## config.mk

```make
export PLATFORM = sky130hd
export DESIGN_NAME = mbscore_int_arbiter
export DESIGN_NICKNAME = d
export VERILOG_FILES = /design/src/rtl/mbscore_int_arbiter.sv
export SDC_FILE = /design/constraint.sdc
export NUM_CORES = 1
export LEC_CHECK = 0
export CORE_UTILIZATION = 53
export CTS_BUF_LIST = sky130_fd_sc_hd__clkbuf_4
export CTS_CLUSTER_SIZE = 12
export DETAILED_ROUTE_END_ITERATION = 10
export GPL_TIMING_DRIVEN = 0
export MAX_ROUTING_LAYER = met4
export PLACE_DENSITY = 0.84
export SETUP_SLACK_MARGIN = 0.1
export SLEW_MARGIN = 20
export SYNTH_ARGS = -nofsm -noshare
export SYNTH_HDL_FRONTEND = slang
export SYNTH_SLANG_ARGS = --single-unit
```

## constraint.sdc

```tcl
create_clock -name clk -period 3.3 [get_ports clk]
set_input_delay 0.33 -clock clk [delete_from_list [all_inputs] [get_ports clk]]
set_output_delay 0.33 -clock clk [all_outputs]
set_load 0.02 [all_outputs]
```

## src/rtl/mbscore_int_arbiter.sv

```systemverilog
// Interrupt arbiter: synchronises and edge-detects device interrupt lines into
// a pending register, applies mask and fixed priority, and hands one encoded
// request at a time to the interrupt controller (ack / end-of-interrupt).

// One source lane: three-flop synchroniser, rising-edge detect, pending bit.
module mbscore_int_lane (
    input  logic clk,
    input  logic rst,
    input  logic irq,
    input  logic clr,
    output logic pending
);
    logic s1, s2, s3;
    logic rise;

    assign rise = s2 & ~s3;

    // Synchroniser chain and pending bit; a same-cycle edge beats the clear.
    always_ff @(posedge clk) begin
        if (rst) begin
            s1      <= 1'b0;
            s2      <= 1'b0;
            s3      <= 1'b0;
            pending <= 1'b0;
        end else begin
            s1      <= irq;
            s2      <= s1;
            s3      <= s2;
            pending <= (pending & ~clr) | rise;
        end
    end
endmodule

module mbscore_int_arbiter #(
    parameter int NUM_SRC       = 5,
    parameter int INT_SEL_WIDTH = 3
) (
    input  logic                     clk,
    input  logic                     rst,
    input  logic [NUM_SRC-1:0]       irq_in,
    input  logic                     mask_we,
    input  logic [NUM_SRC-1:0]       mask_wdata,
    input  logic                     int_en_n,
    input  logic                     int_ack,
    input  logic                     int_eoi,
    output logic [INT_SEL_WIDTH-1:0] int_vec,
    output logic [NUM_SRC-1:0]       pending_q,
    output logic [NUM_SRC-1:0]       mask_q,
    output logic                     busy
);
    typedef enum logic [1:0] {IDLE, REQ, SERVICE} state_t;

    state_t                   state, state_nxt;
    logic [INT_SEL_WIDTH-1:0] vec_q, vec_nxt;
    logic [INT_SEL_WIDTH-1:0] pick;
    logic [NUM_SRC-1:0]       eligible;
    logic [NUM_SRC-1:0]       clr;

    genvar gi;
    generate
        for (gi = 0; gi < NUM_SRC; gi++) begin : g_lane
            mbscore_int_lane u_lane (
                .clk     (clk),
                .rst     (rst),
                .irq     (irq_in[gi]),
                .clr     (clr[gi]),
                .pending (pending_q[gi])
            );
        end
    endgenerate

    // Mask register; all sources disabled out of reset.
    always_ff @(posedge clk) begin
        if (rst)
            mask_q <= '1;
        else if (mask_we)
            mask_q <= mask_wdata;
    end

    assign eligible = pending_q & ~mask_q;

    // Fixed priority: scan downward so the lowest eligible index wins.
    always_comb begin
        pick = '0;
        for (int i = NUM_SRC - 1; i >= 0; i--)
            if (eligible[i])
                pick = INT_SEL_WIDTH'(i + 1);
    end

    // State register and the latched request code.
    always_ff @(posedge clk) begin
        if (rst) begin
            state <= IDLE;
            vec_q <= '0;
        end else begin
            state <= state_nxt;
            vec_q <= vec_nxt;
        end
    end

    // Next state: the code is frozen once in REQ, so late arrivals and mask
    // edits cannot change a request the controller may already be decoding.
    always_comb begin
        state_nxt = state;
        vec_nxt   = vec_q;
        case (state)
            IDLE: begin
                if (!int_en_n && (eligible != '0)) begin
                    state_nxt = REQ;
                    vec_nxt   = pick;
                end
            end
            REQ: begin
                if (int_ack)
                    state_nxt = SERVICE;
                else if (int_en_n)
                    state_nxt = IDLE;
            end
            SERVICE: begin
                if (int_eoi)
                    state_nxt = IDLE;
            end
            default: state_nxt = IDLE;
        endcase
    end

    // Outputs: the vector shows only in REQ; ack clears the selected source.
    always_comb begin
        int_vec = (state == REQ) ? vec_q : '0;
        busy    = (state == SERVICE);
        for (int i = 0; i < NUM_SRC; i++)
            clr[i] = (state == REQ) && int_ack && (vec_q == INT_SEL_WIDTH'(i + 1));
    end
endmodule

```

After elaboration in Yosys (flattened, before gate mapping)
Index checks and enable logic that the tools add are counted.

storage, ports and cells
  bits in registers = 30
  input bits = 16
  word-level logic and storage cells = 83

cells by class
  equal/unequal tests = 10
  muxes and demuxes = 11
  bitwise operators = 27
  reductions and logical operators = 12

operator list
  operator            number
  $mux 3              6
  $and 1x1->1         10
  $not 1->1           10
  $mux 2              4
  $logic_and 1x1->1   7
  $eq 3x2->1 const B  2
  $eq 3x3->1 const B  2
  $pmux 2 s3          1
  $and 5x5->5         1
  $not 5->5           1
  $or 1x1->1          5
  $reduce_bool 5->1   1
  $ne 2x2->1 const B  2
  $eq 3x1->1 const B  1
  $ne 3x3->1 const B  1
  $reduce_and 3->1    1
  $eq 2x1->1 const B  1
  $eq 2x2->1 const B  1
  $logic_not 2->1     1
  $reduce_and 2->1    1
  $logic_not 1->1     1

Logic depth before layout (Yosys ltp)
Gate-level depths: netlist of the first run.

  word-level depth = 7
  gate-level depth with buffers = 4
  depth with buffers taken out = 4

By module
From an unflattened synthesis of the first run, not the netlist that was laid out.

second synthesis, totals
  cell total of the unflattened synthesis = 115
  area, all modules = 1,163.6 um^2

by module, submodules not included
  module               times used  cells each  area each (um^2)
  mbscore_int_lane     5           10          127.6
  mbscore_int_arbiter  1           65          525.5

Least setup slack after synthesis of the first run
Ideal clock, no wire load.

  path kind = reg-to-reg
  start = reg state[1]
  end = reg vec_q[0]
  setup time = 0.119 ns
  data arrival time = 1.077 ns
  data required time = 3.181 ns
  slack = 2.104 ns
  stages on the path, launching flop included = 4
  buffers on the path = 0
  period minus slack after synthesis = 1.196 ns
  path through = dfxtp_1 -> or3_4 -> nand2b_4 -> o221a_1

between the ends
  longest elaborated chain between the ends = 2

RTL lines
  what                               line  text
  start: declaration                 53    state_t state, state_nxt;
  start signal: assignment           96    state <= state_nxt;
  $logic_not 2->1                    106   case (state)
  $reduce_and 2->1 (no source line)  --
  end signal: assignment             97    vec_q <= vec_nxt;
  end: declaration                   54    logic [INT_SEL_WIDTH-1:0] vec_q, vec_nxt;

No other way between the ends.
A chain may end at the register's enable or synchronous reset.

Worst setup path after layout of the first run
  start = reg state[0]
  end = out int_vec[0]

between the ends
  longest elaborated chain between the ends = 2

RTL lines
  what              line  text
  $eq 2x1->1        129   int_vec = (state == REQ) ? vec_q : '0;
  $mux 3            129
  end: declaration  46    output logic [INT_SEL_WIDTH-1:0] int_vec,

No other way between the ends.

==> impl_metrics.csv, run 1 <==
group,metric,value,unit
global_routing,grtUsageTotal,0.201,
setup_path,cpMaxStageDelayCell,"clkdlybuf4s50_1",
placement,gp_congestion,0.805,
global_routing,grt_max_degree,11,
global_routing,top_usage_layer,"met2",
synth,yosysSeqAreaShare,0.536,
min_path,hold_depth,3,
clock_network,cts_root_buf,"clkbuf_4",
synth,yosys.cell_types.count,25,
synth,ys_top_cells_by_count,"dfxtp_1, nor2b_1, a21oi_1",
global_routing,grt_use_met2,0.341,
setup_path,criticalPathCategory,"reg2out",
timing,finalSetupViolations,0,
routing,viasPerCell,4.93,
setup_path,r2r_cells,4,
synth,post-synth-top-count-cell,"dfxtp_1",
power,pwr_density_cell,443,mW/mm2
finish,syn_to_final_growth,32.3,%
routing,wl,1.93,mm
timing,clock-skew-final,5.55,ps
setup_path,start_kind,"flop",
synth,synth_area,0.00112,mm2
floorplan,coreArea,0.00198,mm2
timing,max_slew_margin,0.724,
timing,rsz0062_at_grt,"no",
clock_network,cts_tree,"done",
setup_path,worstSetupEndpointType,"primary output",
global_routing,grt_use_met3,0.0679,
setup_path,r2r_start,"state[0]$_SDFFE_PP0P_",
floorplan,die_area,0.00230,mm2
synth,synth-async-reset-ratio,0,
global_routing,overflow,0,
min_path,holdCritStartpoint,"mask_we",
finish,multi_input_area,448,um2
clock_network,ctsResizeCount,0,
global_routing,antenna_found_initial,0,
synth,synth_warnings,0,
timing,fin_crit_sh,0.593,
setup_path,path_cells,"and2b_2 > and2_1 > clkdlybuf4s50_1",
power,leakage,0.000580,uW
routing,antenna_left,0,
finish,layout-drive-gt1-share,0.116,
timing,tightest_slew,414,ps
global_routing,grt_pass1_wl,2.90,mm
timing,period_minus_slack,1960,ps
finish,n_fill_cell,153,
setup_path,rrSetupSlack,2000,ps
routing,vias,857,
setup_path,timing.rr.end,"g_lane[1].u_lane.pending$_SDFF_PP0_",
routing,dr.pass1.iters,4,
job,cap_violations,0,
clock_network,hold_buffers,0,
routing,initialDrtViolationCount,17,
synth,yosysTopAreaCell,"dfxtp_1",
power,peakVddDrop,0.374,mV
run_status,status,"finished clean",
routing,route.detailed.drc,0,
routing,wl_per_cell,11.1,um
setup_path,cp.required,2970,ps
synth,syn_avg_cell_area,10.0,um2
clock_network,cts_sinks,30,
timing,timing.setup.tns,0,ps
synth,yosysTopAreaCellShare,0.536,
setup_path,path_buf_inv,1,
floorplan,die_width,48.0,um
setup_path,crit_fanout,5,
timing,max_freq,0.511,GHz
clock_network,clockBufferDepth,2,
timing,slew_violations,0,
min_path,hold_path.class,"in2reg",
finish,regArea,601,um2
floorplan,start_util,0.565,
floorplan,num_io_pins,30,
global_routing,grt_use_met1,0.202,
floorplan,num_rows,16,
synth,synthesis.nets,128,
timing,finalHoldViolCount,0,
timing,finalWorstSetupSlack,1340,ps
synth,ys.flop_type,"dfxtp_1",
synth,synthCells,112,
clock_network,postCtsSetupBuffers,0,
setup_path,slowest_delay,610,ps
min_path,hold_end,"mask_q[2]$_SDFFE_PP1P_",
clock_network,path_clk_slew,90,ps
setup_path,cpLargestDelayFamily,"buffers and inverters",
synth,synth-edff-count,0,
clock_network,cts_buffers,5,
floorplan,die_h,48.0,um
placement,dpl.hpwl,1.48,mm
finish,n_antenna_cell,0,
synth,synth_seq_cells,30,
clock_network,clock_latency,310,ps
finish,nNetsFinal,163,
synth,netlist_top_cells_area,"dfxtp_1, nor2b_1, a21oi_1",
setup_path,crit_arrival,1630,ps
placement,port_buffers,28,
clock_network,cts-htree-levels,2,
global_routing,first_global_vias,715,
placement,dp_slack,1630,ps
-- through the flow --
step            util  total power, uW  hold WS (ps)  std cells  instance area [um2]
6_report       0.747              657           427        174                 1480
5_1_grt        0.747              698           427        174                 1480
4_1_cts        0.747              667           417        174                 1480
3_5_place_dp   0.723              477           427        167                 1430
3_3_place_gp   0.723              475           416        167                 1430
2_1_floorplan      -              438           402        112                 1120
-- cells in the final DEF, fill, tap and decap left out, drive strengths merged, types with 5 or more instances in the layout --
cell and instances:
clkbuf 8, inv 6, a21oi 11, nor2b 17
nand2b 6, nand2 9, buf 5, dfxtp 30
clkdlybuf4s50 28
-- how the worst max path moves through the flow --
stage / from / end / slack, ps / cells past startpoint
floorplan: state[1]$_SDFFE_PP0P_ / vec_q[0]$_SDFFE_PP0P_ / 2100 / 3
global placement: rst / vec_q[1]$_SDFFE_PP0P_ / 1630 / 3
detailed placement: rst / vec_q[1]$_SDFFE_PP0P_ / 1630 / 3
CTS: state[1]$_SDFFE_PP0P_ / int_vec[2] / 1340 / 3
global route: state[0]$_SDFFE_PP0P_ / int_vec[2] / 1280 / 3
finish: state[0]$_SDFFE_PP0P_ / int_vec[0] / 1340 / 3
-- cell families after synthesis --
group / Yosys count / synth area share
and+or+nand+nor: 42 / 0.232
DFF: 30 / 0.536
AOI/OAI and AO/OA: 23 / 0.141
buffers and inverters: 14 / 0.0637
muxes: 3 / 0.0268
-- registers in the layout (all words and copies together) (netlist names) --
register and flops:
state 2, g_lane.u_lane.s3 5, mask_q 5, g_lane.u_lane.pending 5, g_lane.u_lane.s2 5, g_lane.u_lane.s1 5, vec_q 3
-- worst min-delay path, stage by stage --
cell and delay (ps):
clkbuf_1 180, nand2_1 100, o211ai_1 70
-- report_power, final --
part / switching (uW) / internal, uW / leakage (uW)
sequential: 8.95 / 378 / 0.000246
combinational: 33.9 / 47.5 / 0.000303
clock: 112 / 76.4 / 0.0000308
-- final cells by class --
class                           count  share of cell area
Clock inverter                      2             0.00676
Sequential cell                    30               0.405
Tap cell                           27              0.0228
Buffer                              8              0.0329
Timing Repair Buffer               28               0.189
Multi-Input combinational cell     68               0.302
Inverter                            6              0.0152
Clock buffer                        5              0.0253
-- layer usage --
layer	share of wire	wire, um
met1	0.43	837
met2	0.51	984
met3	0.048	92
met4	0.0052	10
met5	0	0
Note: power is estimated with default switching activity, not from simulation.
==> run 2, diff against run 1 <==
CORE_UTILIZATION = 44   (was 53)
PLACE_DENSITY = 0.75   (was 0.84)
clock period = 1.8 ns   (was 3.3 ns; I/O delays follow)
==> impl_metrics.csv, run 2 (synthesis results as in run 1) <==
group,metric,value,unit
finish,nNetsFinal,163,
global_routing,antenna_found_initial,0,
floorplan,die_area,0.00275,mm2
clock_network,cts_root_buf,"clkbuf_4",
clock_network,clock_latency,310,ps
global_routing,grt_pass1_wl,3.47,mm
setup_path,worstSetupEndpointType,"primary output",
setup_path,criticalPathCategory,"reg2out",
power,switchingPower,294,uW
floorplan,die_width,52.5,um
power,p_sw_frac,0.238,
placement,postPlaceCellArea,0.00144,mm2
finish,syn_to_final_growth,33.0,%
routing,route.detailed.drc,0,
timing,fin_crit_sh,0.894,
finish,final_common_cell,"dfxtp_1",
floorplan,coreArea,0.00230,mm2
clock_network,cts_buffers,5,
timing,slew_violations,0,
run_status,status,"finished clean",
finish,n_fill_cell,211,
setup_path,start_kind,"flop",
clock_network,postCtsSetupBuffers,0,
setup_path,crit_fanout,4,
global_routing,overflow,0,
finish,final_cell_mix,"dfxtp_1, clkdlybuf4s50_1, nor2b_1, a21oi_1, nand2_1",
setup_path,r2r_start,"state[1]$_SDFFE_PP0P_",
power,peakVddDrop,0.642,mV
finish,n_antenna_cell,0,
routing,antenna_left,0,
global_routing,grtUsageTotal,0.184,
setup_path,crit_arrival,1430,ps
timing,clock-skew-final,5.93,ps
routing,initialDrtViolationCount,14,
floorplan,start_util,0.487,
power,finalPower,1230,uW
finish,layout-drive-gt1-share,0.122,
routing,dr.pass1.iters,4,
power,p_seq_frac,0.574,
setup_path,critical_path.startpoint,"state[1]$_SDFFE_PP0P_",
timing,rsz0062_at_grt,"no",
routing,vias,854,
timing,max_freq,0.622,GHz
clock_network,clockBufferDepth,2,
floorplan,die_h,52.5,um
floorplan,num_rows,17,
placement,port_buffers,28,
timing,tightest_slew,416,ps
routing,wl_per_cell,11.6,um
setup_path,cp.required,1620,ps
timing,finalHoldViolCount,0,
floorplan,num_io_pins,30,
global_routing,first_global_vias,830,
setup_path,rrSetupSlack,470,ps
placement,dpl.hpwl,1.54,mm
timing,max_slew_margin,0.716,
finish,design_area,0.00149,mm2
timing,period_minus_slack,1610,ps
timing,timing.setup.tns,0,ps
global_routing,grt_max_degree,11,
job,cap_violations,0,
min_path,hold_path.class,"in2reg",
clock_network,path_clk_slew,90,ps
power,leakage,0.000616,uW
clock_network,cts_tree,"done",
timing,finalSetupViolations,0,
min_path,holdCritStartpoint,"mask_we",
power,combPwrFrac,0.121,
placement,gp_congestion,0.865,
clock_network,cts-htree-levels,2,
power,power.share.clock,0.304,
routing,viasPerCell,4.85,
power,pwr_density_cell,829,mW/mm2
power,p_int,941,uW
clock_network,cts_sinks,30,
routing,wl,2.04,mm
==> run 2: power groups by stage <==
stage | combinational (uW) | clock (uW) | sequential [uW]
2_1_floorplan | 73.7 | 0 | 729
3_3_place_gp | 148 | 0 | 724
3_5_place_dp | 151 | 0 | 725
4_1_cts | 151 | 390 | 709
5_1_grt | 164 | 423 | 714
6_report | 150 | 376 | 709
==> run 2: metal layers <==
layer  global-route usage  vias to the layer above  wire, um
met2                0.308                       28       985
met4               0.0877                        0        31
li1                     -                      446         -
met3               0.0609                        5       129
met1                0.195                      375       895
met5                    -                        -         0
==> run 2: cell type report <==
type | instances | area, um2 | share of cell area
Sequential cell | 30 | 602 | 0.404
Multi-Input combinational cell | 68 | 448 | 0.301
Timing Repair Buffer | 28 | 279 | 0.187
Buffer | 8 | 48.8 | 0.0328
Clock buffer | 6 | 45.0 | 0.0303
Tap cell | 28 | 35.0 | 0.0235
Inverter | 6 | 22.5 | 0.0151
Clock inverter | 2 | 8.76 | 0.00588
==> run 2: critical path: stages (launching register included) <==
cell and delay, ps:
dfxtp_1 370, and2b_2 260, and2_1 160, dlygate4sd2_1 320
==> run 2: timing repair <==
action,4_1_cts,5_1_grt
resized for setup,3,2
endpoints found under the setup margin,3,1
hold buffers,0,0
pin swaps,0,0
==> run 2: final timing paths <==
check | to | depth (start not counted)
max | int_vec[1] | 3
min | mask_q[2]$_SDFFE_PP1P_ | 3
max reg2reg | g_lane[1].u_lane.pending$_SDFF_PP0_ | 4
min reg2reg | g_lane[1].u_lane.s2$_SDFF_PP0_ | 1
==> run 2: stage by stage <==
| step | util | hold WS (ps) | setup WS, ps | instances |
|---|---|---|---|---|
| after floorplan | - | 252 | 604 | 112 |
| after global placement | 0.625 | 417 | 244 | 168 |
| after detailed placement | 0.625 | 420 | 280 | 168 |
| after CTS | 0.647 | 276 | 114 | 176 |
| after global routing | 0.648 | 293 | 113 | 176 |
| final | 0.648 | 285 | 191 | 176 |
